File: config.mk
export PLATFORM = sky130hd
export DESIGN_NAME = shift_add_mult_ctrl_flat
export DESIGN_NICKNAME = d
export VERILOG_FILES = /design/src/rtl/shift_add_mult_if.sv /design/src/rtl/shift_add_mult_ctrl.sv /design/src/flat_wrapper.sv
export SDC_FILE = /design/constraint.sdc
export NUM_CORES = 1
export LEC_CHECK = 0
export CORE_MARGIN = 4
export CORE_UTILIZATION = 56
export CTS_CLUSTER_SIZE = 20
export DETAILED_ROUTE_END_ITERATION = 12
export DONT_BUFFER_PORTS = 1
export PLACE_DENSITY_LB_ADDON = 0.05
export REMOVE_ABC_BUFFERS = 1
export SLEW_MARGIN = 10
export SYNTH_ARGS = -nofsm -noshare
export SYNTH_HDL_FRONTEND = slang
export SYNTH_SLANG_ARGS = --single-unit
File: constraint.sdc
create_clock -name clk -period 1.9 [get_ports clk]
set_input_delay 0.095 -clock clk [delete_from_list [all_inputs] [get_ports clk]]
set_output_delay 0.095 -clock clk [all_outputs]
set_load 0.03 [all_outputs]
File: src/rtl/shift_add_mult_if.sv
// shift_add_mult_if: operand/strobe bundle between a requester and the shift-add multiply controller
interface shift_add_mult_if #(parameter int WL = 4);
   localparam int CW = $clog2(WL + 1);
   logic start;
   logic [WL-1:0] a;
   logic [WL-1:0] b;
   logic busy;
   logic done;
   logic [2*WL-1:0] product;
   logic sr_load;
   logic sr_shift;
   logic [CW-1:0] count;
   modport master(output start, a, b, input busy, done, product, sr_load, sr_shift, count);
   modport slave(input start, a, b, output busy, done, product, sr_load, sr_shift, count);
endinterface

File: src/rtl/shift_add_mult_ctrl.sv
// shift_add_mult_ctrl: fixed-latency shift-and-add unsigned multiplier with strobes for an external shift register
module shift_add_mult_ctrl #(parameter int WL = 4) (
   input logic clk,
   input logic rst,
   shift_add_mult_if.slave bus
);
   localparam int CW = $clog2(WL + 1);
   localparam logic [CW-1:0] LAST = CW'(WL - 1);
   typedef enum logic [1:0] {IDLE, RUN, DONE} state_t;
   state_t state, nxt;
   logic [2*WL-1:0] mcand, acc, acc_nxt, prod;
   logic [WL-1:0] mplier;
   logic [CW-1:0] cnt;
   logic hold, accept;
   // hold masks the IDLE cycle right after DONE, spacing back-to-back operations WL+3 cycles apart
   assign accept = !rst && state == IDLE && bus.start && !hold;
   assign acc_nxt = mplier[0] ? acc + mcand : acc;
   always_ff @(posedge clk)
      state <= rst ? IDLE : nxt;
   always_comb
      nxt = state == IDLE ? (accept ? RUN : IDLE) :
            state == RUN  ? (cnt == LAST ? DONE : RUN) : IDLE;
   always_comb begin
      bus.busy = state == RUN || state == DONE;
      bus.done = state == DONE;
      bus.sr_load = accept;
      bus.sr_shift = state == RUN;
   end
   always_ff @(posedge clk) begin
      if (rst) begin
         mcand <= '0;
         mplier <= '0;
         acc <= '0;
         prod <= '0;
         cnt <= '0;
         hold <= 1'b0;
      end else begin
         hold <= state == DONE;
         if (accept) begin
            mcand <= {{WL{1'b0}}, bus.a};
            mplier <= bus.b;
            acc <= '0;
            cnt <= '0;
         end else if (state == RUN) begin
            acc <= acc_nxt;
            mcand <= mcand << 1;
            mplier <= mplier >> 1;
            cnt <= cnt + 1'b1;
            if (cnt == LAST) prod <= acc_nxt;
         end
      end
   end
   assign bus.product = prod;
   assign bus.count = cnt;
endmodule

File: src/flat_wrapper.sv
// flat-port wrapper written by rule: the top's interface ports become plain ports
module shift_add_mult_ctrl_flat 
#(parameter int WL = 4)
  (clk, rst, bus_start, bus_a, bus_b, bus_busy, bus_done, bus_product, bus_sr_load, bus_sr_shift, bus_count);
  shift_add_mult_if #(.WL(WL)) bus_i ();
  input logic clk;
  input logic rst;
  input wire logic [$bits(bus_i.start)-1:0] bus_start;
  input wire logic [$bits(bus_i.a)-1:0] bus_a;
  input wire logic [$bits(bus_i.b)-1:0] bus_b;
  output wire logic [$bits(bus_i.busy)-1:0] bus_busy;
  output wire logic [$bits(bus_i.done)-1:0] bus_done;
  output wire logic [$bits(bus_i.product)-1:0] bus_product;
  output wire logic [$bits(bus_i.sr_load)-1:0] bus_sr_load;
  output wire logic [$bits(bus_i.sr_shift)-1:0] bus_sr_shift;
  output wire logic [$bits(bus_i.count)-1:0] bus_count;
  assign bus_i.start = bus_start;
  assign bus_i.a = bus_a;
  assign bus_i.b = bus_b;
  assign bus_busy = bus_i.busy;
  assign bus_done = bus_i.done;
  assign bus_product = bus_i.product;
  assign bus_sr_load = bus_i.sr_load;
  assign bus_sr_shift = bus_i.sr_shift;
  assign bus_count = bus_i.count;
  shift_add_mult_ctrl #(.WL(WL)) u_core (.clk(clk), .rst(rst), .bus(bus_i));
endmodule
==> results.py <==
metrics = {
    "status": {
        "status": "finished, final reports clean",
    },
    "worst_setup_path": {
        "path_class": "flip-flop to flip-flop",
        "end_kind": "flip-flop",
        "critPathSlowestCell": "dlygate4sd3_1",
        "slowest_delay_ns": 0.60,
        "cp.depth": 6,
        "cp-start-kind": "flip-flop",
        "arrival_ns": 2.13,
        "worstPathRequired_ns": 2.15,
        "worstPathMaxFanout": 10,
        "reg2reg_depth": 6,
        "cp_top_family": "buffers and inverters",
        "cp.buffers_inverters": 3,
        "path_cells": "inv_1, ha_1, buf_6, mux2i_1, a211oi_1, dlygate4sd3_1",
    },
    "synth": {
        "synth_seq_cells": 34,
        "ys_types": 41,
        "syn_inst": 190,
        "synth-seq-area-share_pct": 39.4,
        "synth-edff-count": 0,
        "syn_area_sq_mm": 0.00173,
        "synth_ff_type": "dfxtp_1",
        "syn_avg_cell_area_sq_um": 9.10,
        "yosys_warnings": 0,
        "async_flop_share_pct": 0,
    },
    "power_and_ir_drop": {
        "power_frac_seq_pct": 46.0,
        "peakVddDrop_uv": 612,
        "p_leak_nw": 0.786,
        "pwr-share-comb_pct": 12.2,
        "power_density_mw_per_mm2": 780,
        "switching_share_pct": 24.5,
        "power_frac_clock_pct": 41.8,
        "intPower_w": 0.00123,
        "p_sw_w": 0.000400,
    },
    "floorplanning": {
        "die_area_sq_mm": 0.00404,
        "die_y_microns": 63.6,
        "die_w_microns": 63.6,
        "coreArea_sq_mm": 0.00285,
        "initial_utilization_pct": 60.6,
        "num_io_pins": 26,
        "row_count": 19,
    },
    "sta": {
        "worst_pin_slew_ns": 0.637,
        "fmax_ghz": 0.531,
        "period_share_pct": 99.2,
        "rsz0062_at_grt": "true",
        "fin_hold_ws_ns": 0.215,
        "drv_slew": 0,
        "setup_ws_ns": 0.0152,
        "fin_skew_ns": 0.0121,
        "setup_violations": 0,
        "period_needed_ns": 1.88,
        "fin_setup_tns_ns": 0,
        "hold_violations": 0,
        "slew_headroom_pct": 57.4,
    },
    "layout": {
        "antenna_cells": 0,
        "n_fill_cell": 212,
        "final_cell_mix": "dfxtp_1 (27), nor2_1 (25), mux2i_1 (15), nand2_1 (14), a211oi_1 (13)",
        "synthToLayoutAreaGrowth_pct": 21.1,
        "post-route-util_pct": 73.4,
        "final_common_cell": "dfxtp_1",
        "layout-drive-gt1-share_pct": 21.4,
        "nets": 233,
    },
    "routing": {
        "ant_nets": 0,
        "drt-vias-per-instance": 5.93,
        "drt_pass1_iterations": 4,
        "drt_iter0_drc": 94,
        "wire_per_inst_microns": 16.5,
        "via_count": 1430,
        "route.detailed.drc": 0,
        "drt-total-wl_microns": 3970,
    },
    "clocking": {
        "clock_latency_ns": 0.35,
        "clk_pin_slew_ns": 0.12,
        "root_buffer": "clkbuf_4",
        "clockBufferDepth": 2,
        "cts_tree": "yes",
        "clock-sinks": 34,
        "numCtsBuffers": 5,
        "cts_max_level": 2,
    },
    "grt": {
        "grtUsageMet1_pct": 24.8,
        "top_usage_layer": "met2",
        "track_usage_pct": 19.4,
        "grt_pass1_vias": 1315,
        "grt_max_degree": 18,
        "grt_pass1_wl_microns": 6130,
        "gr-usage-met2_pct": 30.1,
        "gr-usage-met3_pct": 5.86,
        "overflow": 0,
        "antenna_found_initial": 0,
    },
    "min_path": {
        "holdPathStages": 4,
        "hold_class": "primary input to flip-flop",
    },
    "placement": {
        "port_buffers": 0,
        "gp_congestion": 0.880,
        "dp_hpwl_microns": 2590,
        "dp_slack_ns": 0.0196,
    },
    "job": {
        "maxCapViolations": 0,
    },
}
-- stage by stage --
step	total power (W)	instance area (sq um)	std cells
CTS	0.00161	1960	236
detailed placement	0.000919	1770	219
global placement	0.000914	1770	219
global route	0.00169	2090	241
finish	0.00163	2090	241
floorplan	0.000876	1660	179
-- power groups by stage --
stage          logic, W  registers [W]  clock network, W
3_5_place_dp   0.000152       0.000766                 0
5_1_grt        0.000216       0.000755          0.000724
2_1_floorplan  0.000103       0.000773                 0
3_3_place_gp   0.000149       0.000765                 0
6_report       0.000199       0.000752          0.000683
4_1_cts        0.000174       0.000750          0.000686
-- area by class of cell --
class | count | area [sq um] | share of cell area (%)
Inverter | 10 | 37.5 | 1.79
Multi-Input combinational cell | 135 | 1020 | 48.7
Tap cell | 31 | 38.8 | 1.85
Clock inverter | 3 | 68.8 | 3.29
Clock buffer | 5 | 37.5 | 1.79
Sequential cell | 34 | 692 | 33.0
Timing Repair Buffer | 23 | 200 | 9.56
-- repair_timing --
item                                    4_1_cts  5_1_grt
setup buffers                                 0        4
hold buffers                                  9        0
hold endpoints to repair                     19        0
endpoints found under the setup margin        0        9
gates resized for setup                       0       24
-- kinds of logic (layout without fill, tap and decap cells) --
group / count (synthesis) / count (layout) / synth area share (%)
flops: 34 / 34 / 39.4
xor+xnor: 6 / 6 / 3.04
buf+inv: 21 / 41 / 6.08
compound gates: 41 / 41 / 17.0
fa+ha+maj: 13 / 13 / 9.84
mux: 15 / 15 / 8.68
simple gates: 60 / 60 / 16.0
-- worst paths after layout --
kind,end,slack [ns],from
max,u_core.mplier[0],0.02,u_core.state[1]
min,u_core.mcand[2],0.21,bus_start
max reg2reg,u_core.mplier[0],0.02,u_core.state[1]
min reg2reg,u_core.acc[5],0.48,u_core.acc[5]
-- tightest hold or removal path: cells and delay by family --
kind / cells / cell delay (ns)
buffers and inverters: 2 / 0.27
and+or+nand+nor: 1 / 0.09
AOI/OAI and AO/OA: 1 / 0.08
-- per-layer routing --
metal	up-vias	part of all wire, %	wire, microns
li1	707	-	-
met1	672	47	1860
met2	44	46	1820
met3	7	6.0	238
met4	0	1.5	58
met5	-	0	0
-- Yosys cell counts, drive strengths merged, types with 2 or more instances --
cell / number / area share (%)
inv: 10 / 2.2
mux2i: 15 / 8.7
clkbuf: 6 / 2.1
ha: 12 / 8.7
xor2: 2 / 1.0
buf: 5 / 1.8
a311oi: 2 / 1.0
or3: 2 / 0.72
nor3: 2 / 0.58
a211oi: 15 / 7.1
o22ai: 2 / 0.72
and3: 2 / 0.72
nor2b: 3 / 1.1
dfxtp: 34 / 39
nand3: 4 / 1.2
nor2: 26 / 5.6
nand2: 15 / 3.4
a21oi: 10 / 2.9
xnor2: 4 / 2.0
and2: 2 / 0.80
o21ai: 3 / 0.87
-- flip-flops by register name, summed over array words and instances, names as in the netlist --
name / count
u_core.acc: 8
u_core.bus.count: 3
u_core.bus.product: 8
u_core.hold: 1
u_core.mcand: 8
u_core.mplier: 4
u_core.state: 2
(Power assumes the default switching activity.)
